<file path="config.mk">
export PLATFORM = sky130hd
export DESIGN_NAME = ccx_emem_arbiter
export DESIGN_NICKNAME = d
export VERILOG_FILES = /design/src/rtl/ccx_pkg.sv /design/src/rtl/ccx_rr_pick.sv /design/src/rtl/ccx_emem_arbiter.sv
export SDC_FILE = /design/constraint.sdc
export NUM_CORES = 1
export LEC_CHECK = 0
export BUFFER_PORTS_ARGS = -buffer_cell sky130_fd_sc_hd__buf_4
export CAP_MARGIN = 10
export CORE_AREA = 2 2 188 190
export CTS_CLUSTER_DIAMETER = 60
export DETAILED_ROUTE_END_ITERATION = 16
export DIE_AREA = 0 0 190 192
export HOLD_SLACK_MARGIN = 0.05
export SLEW_MARGIN = 20
export SYNTH_ARGS = -nofsm -noshare
export SYNTH_HDL_FRONTEND = slang
export SYNTH_SLANG_ARGS = --single-unit
</file>
<file path="constraint.sdc">
create_clock -name f_clk -period 2 [get_ports f_clk]
set_input_delay 0.2 -clock f_clk [delete_from_list [all_inputs] [get_ports f_clk]]
set_output_delay 0.2 -clock f_clk [all_outputs]
set_load 0.01 [all_outputs]
</file>
<file path="src/rtl/ccx_pkg.sv">
// Shared types for the ccx external-memory arbiter.
// Holds the FSM state enum, default bus widths and an index-width helper.
package ccx_pkg;

    typedef enum logic {
        ST_IDLE = 1'b0,
        ST_BUSY = 1'b1
    } state_e;

    localparam int CCX_AW = 39;
    localparam int CCX_DW = 64;

    // Width of a port index; never below one bit.
    function automatic int idx_w(input int n);
        return (n > 1) ? $clog2(n) : 1;
    endfunction

endpackage

</file>
<file path="src/rtl/ccx_rr_pick.sv">
// Combinational round-robin pick: search starts one past ptr, wraps.
// Ports: req (request vector), ptr (last owner) -> gnt (one-hot), idx, any.
module ccx_rr_pick
    import ccx_pkg::*;
#(
    parameter int NPORTS = 2,
    parameter int IW     = idx_w(NPORTS)
) (
    input  logic [NPORTS-1:0] req,
    input  logic [IW-1:0]     ptr,
    output logic [NPORTS-1:0] gnt,
    output logic [IW-1:0]     idx,
    output logic              any
);

    logic [IW-1:0] j;

    always_comb begin
        gnt = '0;
        idx = '0;
        any = 1'b0;
        j   = '0;
        for (int k = 1; k <= NPORTS; k++) begin
            j = IW'((int'(ptr) + k) % NPORTS);
            if (!any && req[j]) begin
                any    = 1'b1;
                gnt[j] = 1'b1;
                idx    = j;
            end
        end
    end

endmodule

</file>
<file path="src/rtl/ccx_emem_arbiter.sv">
// N-port round-robin arbiter onto the single emem bus, with ownership lock
// and bus timeout. Ports: p_* requester side, emem_* bus side, busy, timeout_evt.
module ccx_emem_arbiter
    import ccx_pkg::*;
#(
    parameter int NPORTS  = 2,
    parameter int AW      = CCX_AW,
    parameter int DW      = CCX_DW,
    parameter int TIMEOUT = 256
) (
    input  logic                   f_clk,
    input  logic                   g_reset,
    input  logic [NPORTS-1:0]      p_req,
    input  logic [NPORTS-1:0]      p_rtype,
    input  logic [NPORTS*AW-1:0]   p_addr,
    input  logic [NPORTS-1:0]      p_wen,
    input  logic [NPORTS*DW/8-1:0] p_strb,
    input  logic [NPORTS*DW-1:0]   p_wdata,
    output logic [NPORTS-1:0]      p_gnt,
    output logic [NPORTS-1:0]      p_err,
    output logic [DW-1:0]          p_rdata,
    output logic                   emem_req,
    output logic                   emem_rtype,
    output logic [AW-1:0]          emem_addr,
    output logic                   emem_wen,
    output logic [DW/8-1:0]        emem_strb,
    output logic [DW-1:0]          emem_wdata,
    input  logic                   emem_gnt,
    input  logic                   emem_err,
    input  logic [DW-1:0]          emem_rdata,
    output logic                   busy,
    output logic                   timeout_evt
);

    localparam int SW = DW / 8;
    localparam int IW = idx_w(NPORTS);
    localparam int CW = (TIMEOUT > 0) ? $clog2(TIMEOUT + 1) : 1;
    localparam logic [CW-1:0] CNT_LAST = CW'((TIMEOUT > 0) ? TIMEOUT - 1 : 0);

    logic [AW-1:0] addr_a  [NPORTS];
    logic [SW-1:0] strb_a  [NPORTS];
    logic [DW-1:0] wdata_a [NPORTS];

    for (genvar g = 0; g < NPORTS; g++) begin : g_unpack
        assign addr_a[g]  = p_addr[g*AW +: AW];
        assign strb_a[g]  = p_strb[g*SW +: SW];
        assign wdata_a[g] = p_wdata[g*DW +: DW];
    end

    state_e        state_q, state_d;
    logic [IW-1:0] owner_q, owner_d;
    logic [IW-1:0] ptr_q, ptr_d;
    logic [CW-1:0] cnt_q, cnt_d;
    logic          req_q, req_d;
    logic          rtype_q, rtype_d;
    logic [AW-1:0] addr_q, addr_d;
    logic          wen_q, wen_d;
    logic [SW-1:0] strb_q, strb_d;
    logic [DW-1:0] wdata_q, wdata_d;

    logic [NPORTS-1:0] pick_gnt;
    logic [IW-1:0]     pick_idx;
    logic              pick_any;

    ccx_rr_pick #(
        .NPORTS (NPORTS),
        .IW     (IW)
    ) u_pick (
        .req (p_req),
        .ptr (ptr_q),
        .gnt (pick_gnt),
        .idx (pick_idx),
        .any (pick_any)
    );

    always_comb begin
        state_d     = state_q;
        owner_d     = owner_q;
        ptr_d       = ptr_q;
        cnt_d       = cnt_q;
        req_d       = req_q;
        rtype_d     = rtype_q;
        addr_d      = addr_q;
        wen_d       = wen_q;
        strb_d      = strb_q;
        wdata_d     = wdata_q;
        p_gnt       = '0;
        p_err       = '0;
        p_rdata     = '0;
        timeout_evt = 1'b0;
        case (state_q)
            ST_IDLE: begin
                if (pick_any) begin
                    state_d = ST_BUSY;
                    owner_d = pick_idx;
                    ptr_d   = pick_idx;
                    cnt_d   = '0;
                    req_d   = 1'b1;
                    rtype_d = p_rtype[pick_idx];
                    addr_d  = addr_a[pick_idx];
                    wen_d   = p_wen[pick_idx];
                    strb_d  = strb_a[pick_idx];
                    wdata_d = wdata_a[pick_idx];
                end
            end
            ST_BUSY: begin
                // A grant in the expiry cycle still completes normally.
                if (emem_gnt) begin
                    p_gnt[owner_q] = 1'b1;
                    p_err[owner_q] = emem_err;
                    p_rdata        = emem_rdata;
                    req_d          = 1'b0;
                    state_d        = ST_IDLE;
                end else if (TIMEOUT > 0 && cnt_q == CNT_LAST) begin
                    p_gnt[owner_q] = 1'b1;
                    p_err[owner_q] = 1'b1;
                    timeout_evt    = 1'b1;
                    req_d          = 1'b0;
                    state_d        = ST_IDLE;
                end else begin
                    cnt_d = cnt_q + CW'(1);
                end
            end
            default: state_d = ST_IDLE;
        endcase
    end

    always_ff @(posedge f_clk) begin
        if (g_reset) begin
            state_q <= ST_IDLE;
            owner_q <= '0;
            ptr_q   <= IW'(NPORTS - 1);
            cnt_q   <= '0;
            req_q   <= 1'b0;
            rtype_q <= 1'b0;
            addr_q  <= '0;
            wen_q   <= 1'b0;
            strb_q  <= '0;
            wdata_q <= '0;
        end else begin
            state_q <= state_d;
            owner_q <= owner_d;
            ptr_q   <= ptr_d;
            cnt_q   <= cnt_d;
            req_q   <= req_d;
            rtype_q <= rtype_d;
            addr_q  <= addr_d;
            wen_q   <= wen_d;
            strb_q  <= strb_d;
            wdata_q <= wdata_d;
        end
    end

    assign emem_req   = req_q;
    assign emem_rtype = rtype_q;
    assign emem_addr  = addr_q;
    assign emem_wen   = wen_q;
    assign emem_strb  = strb_q;
    assign emem_wdata = wdata_q;
    assign busy       = (state_q == ST_BUSY);

endmodule

</file>
Yosys cells after proc, flatten, opt, wreduce, memory -nomap -nowiden

Cells that the tools add are included.

Add/subtract/negate cells: 3
Magnitude comparators: 6
Equality and inequality tests: 5
Multiplexer cells: 45
Bitwise logic cells: 3
Reductions and logical operators: 6

Operators with widths:

| operator              | count |
|---|---|
| $mux W64              | 5 |
| $mux W39              | 3 |
| $mux W9               | 3 |
| $mux W8               | 3 |
| $mux W1               | 22 |
| $pmux W9 S2           | 1 |
| $mux W2               | 5 |
| $add A9 B1 Y9 const B | 1 |
| $eq A9 B8 Y1 const B  | 1 |
| $lt A1 B2 Y1 const B  | 4 |
| $ne A2 B2 Y1 const B  | 3 |
| $pmux W1 S2           | 2 |
| $reduce_and A2 Y1     | 2 |
| $ne A3 B2 Y1 const B  | 1 |
| $reduce_and A3 Y1     | 1 |
| $add A1 B1 Y1 const B | 2 |
| $and A2 B2 Y2         | 1 |
| $ge A2 B2 Y1 const B  | 1 |
| $logic_and A1 B1 Y1   | 2 |
| $not A1 Y2            | 1 |
| $demux W1 S1          | 1 |
| $ge A1 B1 Y1 const B  | 1 |
| $logic_not A1 Y1      | 1 |
| $not A1 Y1            | 1 |

Register bits after elaboration: 126
Output and inout bits: 184
Logic and storage cells: 78

Depth between registers and ports, before layout

Depth in word-level cells: 11
Gate-level depth with buffers: 8
Depth with buffers taken out: 7

By module

Synthesis repeated with hierarchy kept, for this count alone.

Cell total of the unflattened synthesis: 543
Area total of the unflattened synthesis: 5735.5 um2

Modules (own cells, without submodules):

| module           | times used | cells an instance | area an instance (um2) | sequential area each (um2) |
|---|---|---|---|---|
| ccx_emem_arbiter | 1          | 538               | 5703.0                 | 2522.4 |
| ccx_rr_pick      | 1          | 5                 | 32.5                   | 0.0 |

Least setup slack after synthesis

Ideal clock, no wire load.

Path type: register to register
From: register cnt_q[0]
To: register cnt_q[3]
Library setup time: 0.080 ns
Data arrival time: 1.880 ns
Required time: 1.920 ns
Slack: 0.041 ns
Cell stages (with the launch flop): 9
Clock period less this slack: 1.959 ns
Path through: dfxtp_1 > ha_1 > nand3_1 > nor2_1 > ha_1 > o21a_1 > buf_6 > or4_1 > a211oi_2

Cells in the longest elaborated chain, start to end: 4
Elaborated cells between the ends (all ways): 7
Classes of those cells: add/sub (1); eq/ne (2); mux (3); reduce/logical (1)

Ends and longest elaborated chain:

| item                   | line                    | text |
|---|---|---|
| from (decl)            | ccx_emem_arbiter.sv:53  | `logic [CW-1:0] cnt_q, cnt_d;` |
| from (signal assigned) | ccx_emem_arbiter.sv:144 | `cnt_q <= cnt_d;` |
| $add A9 B1 Y9          | ccx_emem_arbiter.sv:121 | `cnt_d = cnt_q + CW'(1);` |
| $mux W9                | ccx_emem_arbiter.sv:114 | `end else if (TIMEOUT > 0 && cnt_q == CNT_LAST) begin` |
| $mux W9                | ccx_emem_arbiter.sv:108 | `if (emem_gnt) begin` |
| $pmux W9 S2            | ccx_emem_arbiter.sv:91  | `case (state_q)` |

Several ways; a longest one is shown, not always the timed one. The select of a mux whose other input is x is not followed.
A chain may end at the register's enable or synchronous reset.

Worst setup path after layout

From: register cnt_q[1]
To: output p_err[0]

Cells in the longest elaborated chain, start to end: 4

Ends and longest elaborated chain:

| item         | line                    | text |
|---|---|---|
| $eq A9 B8 Y1 | ccx_emem_arbiter.sv:114 |  |
| $mux W2      | ccx_emem_arbiter.sv:114 |  |
| $mux W2      | ccx_emem_arbiter.sv:108 |  |
| $mux W2      | ccx_emem_arbiter.sv:91  |  |
| to (decl)    | ccx_emem_arbiter.sv:20  | `output logic [NPORTS-1:0] p_err,` |

Every way passes these cells.

==> report_table.html <==
<table>
<tr><th>Metric</th><th>Value</th></tr>
<tr><th colspan="2">STA</th></tr>
<tr><td>Final hold violation count</td><td>0</td></tr>
<tr><td>Max_slew headroom</td><td>0.625</td></tr>
<tr><td>Crit path setup slack, layout</td><td>-0.0502 ns</td></tr>
<tr><td>Fin crit share</td><td>1.03</td></tr>
<tr><td>Setup Skew</td><td>approximately 0.014 ns</td></tr>
<tr><td>Transition at the pin with the smallest max-transition slack</td><td>0.560 ns</td></tr>
<tr><td>Unrepaired setup endpoints after global routing</td><td>true</td></tr>
<tr><td>Max Freq</td><td>approximately 490 MHz</td></tr>
<tr><td>Final count of pins violating max slew</td><td>0</td></tr>
<tr><td>Clock period minus final worst setup slack</td><td>about 2.1 ns</td></tr>
<tr><td>Count of endpoints failing setup in the final report</td><td>2</td></tr>
<tr><th colspan="2">Global routing</th></tr>
<tr><td>Wire length of the first global-routing pass</td><td>roughly 36 mm</td></tr>
<tr><td>Leftover overflow at the end of global routing</td><td>0</td></tr>
<tr><td>Largest net degree at the start of global routing</td><td>between 90 and 100</td></tr>
<tr><td>Vias in the first global route</td><td>roughly 6500</td></tr>
<tr><td>Initial antenna violation count</td><td>1</td></tr>
<tr><td>Overall routing resource usage</td><td>0.129</td></tr>
<tr><th colspan="2">Setup path</th></tr>
<tr><td>Worst reg2reg setup slack</td><td>0.06 ns</td></tr>
<tr><td>Startpoint type of the worst setup path</td><td>register</td></tr>
<tr><td>Type of the worst setup path</td><td>register to output port</td></tr>
<tr><td>Capturing point of the worst reg2reg path</td><td>cnt_q[7]</td></tr>
<tr><td>Biggest fanout along the worst timing path</td><td>4</td></tr>
<tr><td>Start point of the critical path</td><td>cnt_q[1]</td></tr>
<tr><td>Buffers and inverters on the worst path</td><td>2</td></tr>
<tr><td>Crit path depth</td><td>9</td></tr>
<tr><td>Kind of cell with the highest combined delay on the critical path</td><td>flip-flops</td></tr>
<tr><td>Worst r2r src</td><td>cnt_q[1]</td></tr>
<tr><td>Worst stage delay on the critical path</td><td>approximately 0.36 ns</td></tr>
<tr><td>Cell type with the highest occurrence count on the critical path</td><td>sky130_fd_sc_hd__buf_6</td></tr>
<tr><td>Type of destination of the critical path</td><td>output port</td></tr>
<tr><td>Chain of cells forming the critical path</td><td>ha_4, nand3_2, nor2_2, ha_2, buf_6, mux2_4, nand2_4, nor2_4, buf_6</td></tr>
<tr><td>Worst endpoint required time</td><td>between 1.5 and 2 ns</td></tr>
<tr><td>Worst endpoint data arrival time</td><td>around 1.9 ns</td></tr>
<tr><td>Crit path max-delay cell type</td><td>sky130_fd_sc_hd__dfxtp_4</td></tr>
<tr><td>Number of cells traversed by the worst register-to-register path</td><td>7</td></tr>
<tr><th colspan="2">Layout</th></tr>
<tr><td>Filler Cells Inserted</td><td>3589</td></tr>
<tr><td>Post-route cell area</td><td>roughly 0.011 sq mm</td></tr>
<tr><td>Layout cell share with drive strength beyond 1</td><td>0.498</td></tr>
<tr><td>Sequential cell area in the final layout</td><td>between 0.002 and 0.003 sq mm</td></tr>
<tr><td># nets final</td><td>between 1000 and 1500</td></tr>
<tr><td>Area of the multi-input gates</td><td>~0.0032 sq mm</td></tr>
<tr><td>Area Growth Syn to Fin</td><td>83.7%</td></tr>
<tr><th colspan="2">Pwr</th></tr>
<tr><td>Int Pwr</td><td>6100 uW</td></tr>
<tr><td>Total power</td><td>~8400 uW</td></tr>
<tr><td>Switching power of the nets</td><td>2260 uW</td></tr>
<tr><td>IR Drop Worst-Case VDD</td><td>roughly 0.50 mV</td></tr>
<tr><td>Fraction of power consumed by the clock network</td><td>0.422</td></tr>
<tr><td>Pleak</td><td>between 0.005 and 0.006 uW</td></tr>
<tr><td>Sequential share of power</td><td>0.345</td></tr>
<tr><td>Pwr Density</td><td>765 mW/mm^2</td></tr>
<tr><td>Switching part of the total</td><td>0.270</td></tr>
<tr><td>Fraction of power consumed by combinational cells</td><td>0.233</td></tr>
<tr><th colspan="2">Route</th></tr>
<tr><td>Met3 WL post-DR</td><td>2.03 mm</td></tr>
<tr><td>Number of violations reported at the end of detailed-routing iteration 0</td><td>about 280</td></tr>
<tr><td>Met2 wire len</td><td>13.9 mm</td></tr>
<tr><td>Vias post-DR</td><td>6781</td></tr>
<tr><td>Final wirelength</td><td>roughly 25 mm</td></tr>
<tr><td>Number of optimization iterations in the first detailed-route pass</td><td>4</td></tr>
<tr><td>Top metal layer carrying routed signals</td><td>met4</td></tr>
<tr><td>Post-DRT Antenna Nets</td><td>0</td></tr>
<tr><td>Avg Vias per Cell</td><td>around 4.2</td></tr>
<tr><td>Wire length the detailed router placed on met1</td><td>a little over 9 mm</td></tr>
<tr><td>Final routed DRC violation total</td><td>0</td></tr>
<tr><td>Detailed-route wire length per cell</td><td>15.9 um</td></tr>
<tr><th colspan="2">Synth</th></tr>
<tr><td>Fraction of registers with async set/reset</td><td>0</td></tr>
<tr><td>Cell types with the largest area share after synthesis</td><td>sky130_fd_sc_hd__dfxtp_1 (42%), sky130_fd_sc_hd__mux2i_1 (20%), sky130_fd_sc_hd__o21ai_0 (9.8%)</td></tr>
<tr><td>Sequential element share of the synthesized area</td><td>0.424</td></tr>
<tr><td>Fraction of synthesized cell area taken by the top area cell type</td><td>0.424</td></tr>
<tr><td>Synth warn</td><td>0</td></tr>
<tr><td>Most common flop cell mapped by yosys</td><td>sky130_fd_sc_hd__dfxtp_1</td></tr>
<tr><td>Post-synthesis instance area</td><td>between 0.005 and 0.006 sq mm</td></tr>
<tr><td>Number of flops mapped to enable cells by yosys</td><td>0</td></tr>
<tr><td>Post-synth net total</td><td>961</td></tr>
<tr><td>Synth Instances</td><td>663</td></tr>
<tr><td>Synth area leader</td><td>sky130_fd_sc_hd__dfxtp_1</td></tr>
<tr><td>Post-synthesis cell type count</td><td>36</td></tr>
<tr><td>Register bit total from synthesis</td><td>126</td></tr>
<tr><td>Per-instance average area after synthesis</td><td>approximately 9.0 sq um</td></tr>
<tr><th colspan="2">Min path</th></tr>
<tr><td>Worst hold path stage count</td><td>3</td></tr>
<tr><td>Origin of the worst min-delay path</td><td>p_wdata[87]</td></tr>
<tr><td>Worst Hold End</td><td>emem_wdata[23]</td></tr>
<tr><td>Min-delay worst type</td><td>input port to register</td></tr>
<tr><th colspan="2">Clock network</th></tr>
<tr><td>Deepest clock path buffer count</td><td>2</td></tr>
<tr><td>Clock edge transition at the registers on the reported setup and hold paths</td><td>roughly 0.06 ns</td></tr>
<tr><td>Clock network latency to the later pin of the worst-skew pair</td><td>~0.42 ns</td></tr>
<tr><td>CTS tree</td><td>done</td></tr>
<tr><td>H-tree depth reported by CTS</td><td>4</td></tr>
<tr><td>Clock tree sinks</td><td>roughly 130</td></tr>
<tr><td>Number of buffers created by CTS</td><td>17</td></tr>
<tr><td>Root buffer cell</td><td>sky130_fd_sc_hd__clkbuf_16</td></tr>
<tr><th colspan="2">Floorplan</th></tr>
<tr><td>Ports</td><td>480</td></tr>
<tr><td>Initial core utilization</td><td>0.173</td></tr>
<tr><td>Die outline height</td><td>roughly 190 um</td></tr>
<tr><td>Die width</td><td>around 190 um</td></tr>
<tr><td># rows</td><td>roughly 70</td></tr>
<tr><td>Die area</td><td>~0.036 sq mm</td></tr>
<tr><td>Area of the core</td><td>between 0.03 and 0.04 sq mm</td></tr>
<tr><th colspan="2">Outcome</th></tr>
<tr><td>Run status</td><td>finished with violations</td></tr>
<tr><td>Failing checks</td><td>setup timing</td></tr>
<tr><th colspan="2">Placed design</th></tr>
<tr><td>Pre-CTS setup slack</td><td>-0.0147 ns</td></tr>
<tr><td>Dpl cell area</td><td>0.0101 sq mm</td></tr>
<tr><td>Sum of net half-perimeters after detailed placement</td><td>a little under 20 mm</td></tr>
<tr><td>Global placement routability congestion</td><td>between 0.7 and 0.8</td></tr>
<tr><td>Port Buffer Count</td><td>479</td></tr>
<tr><th colspan="2">Job</th></tr>
<tr><td>Max-Cap Viols</td><td>0</td></tr>
</table>
-- flip-flops by register name (all words and copies together), names as in the netlist --
name        cells
busy            1
cnt_q           9
emem_addr      39
emem_req        1
emem_rtype      1
emem_strb       8
emem_wdata     64
emem_wen        1
owner_q         1
ptr_q           1
-- worst reg2reg max path, stage by stage (launching register included) --
cell	delay, ns
sky130_fd_sc_hd__dfxtp_4	0.36
sky130_fd_sc_hd__ha_4	0.16
sky130_fd_sc_hd__nand3_2	0.07
sky130_fd_sc_hd__nor2_2	0.04
sky130_fd_sc_hd__ha_2	0.17
sky130_fd_sc_hd__o21a_2	0.24
sky130_fd_sc_hd__or4_4	0.54
sky130_fd_sc_hd__o311ai_2	0.27
-- cell usage in the layout (no fill, tap or decap), drive strengths merged --
master,count
buf,514
dfxtp,126
mux2i,117
o21ai,116
a21oi,115
and3,66
clkbuf,19
nor2,8
inv,7
nand3,6
bufinv,5
nor3,4
nor3b,3
or3,3
clkinvlp,3
dlygate4sd3,3
or4,3
nand4,2
o31ai,2
a211oi,2
nand2,2
ha,2
diode,1
mux2,1
o21ba,1
a21boi,1
o21a,1
o21bai,1
or2b,1
nand2b,1
o211ai,1
o2111ai,1
o311ai,1
nor4,1
a22oi,1
a2111oi,1
clkinv,1
-- layout make-up --
| class | instances | share of cell area |
|---|---|---|
| repair buffers | 517 | 0.364 |
| clock buffers | 19 | 0.0415 |
| flip-flops and latches | 126 | 0.232 |
| well taps | 455 | 0.0521 |
| inverters | 4 | 0.00137 |
| clock inverters | 12 | 0.0190 |
| diodes | 1 | 0.000229 |
| multi-input cells | 464 | 0.290 |
-- layer usage --
layer / vias up / GRT usage
li1: 3359 / -
met2: 301 / 0.253
met4: 0 / 0.0358
met3: 11 / 0.0389
met5: - / 0
met1: 3110 / 0.132
-- logic make-up (layout without fill, tap and decap cells) --
group,after synthesis,count (layout),share of synthesized area
other cells,0,1,0
mux,118,118,0.199
compound gates,244,244,0.214
flops,126,126,0.424
fa+ha+maj,2,2,0.00421
buf+inv,73,552,0.0583
simple gates,100,100,0.101
-- cell usage after synthesis, types with 4 or more instances --
master	n
sky130_fd_sc_hd__and3_1	66
sky130_fd_sc_hd__buf_4	7
sky130_fd_sc_hd__clkbuf_1	42
sky130_fd_sc_hd__mux2i_1	117
sky130_fd_sc_hd__inv_1	4
sky130_fd_sc_hd__nor2_1	8
sky130_fd_sc_hd__buf_2	16
sky130_fd_sc_hd__dfxtp_1	126
sky130_fd_sc_hd__o21ai_0	116
sky130_fd_sc_hd__nand3_1	6
sky130_fd_sc_hd__a21oi_1	115
-- metrics by stage --
step	TNS (ns)	utilization	hold slack [ns]	cells
2_1_floorplan	0	-	0.383	663
3_3_place_gp	0	0.295	0.480	1558
3_5_place_dp	-0.0147	0.295	0.487	1558
4_1_cts	-0.383	0.317	0.0501	1595
5_1_grt	-0.453	0.319	0.0503	1598
6_report	-0.0961	0.319	0.0728	1598
-- power groups by stage --
stage               Sequential, uW  Clock, uW  Combinational [uW]
global route                  2910       3750                2100
finish                        2880       3530                1940
detailed placement            2930          0                1940
floorplan                     3020          0                 699
CTS                           2880       3630                1950
global placement              2920          0                1920
-- worst max path at each step --
stage	to	slack [ns]
final	p_err[0]	-0.05
after global routing	p_err[0]	-0.13
after CTS	p_err[1]	-0.10
after detailed placement	cnt_q[7]	-0.01
after global placement	cnt_q[7]	0.01
after floorplan	cnt_q[3]	0.04
-- timing repair --
action / CTS / global route
endpoints found under the hold margin: 3 / 0
buffers inserted: 3 / 2
gates cloned: 0 / 0
gates resized for setup: 12 / 16
pin swaps: 5 / 6
hold buffers: 3 / 0
setup endpoints to repair: 9 / 7
Power figures use the tool's default switching activity.
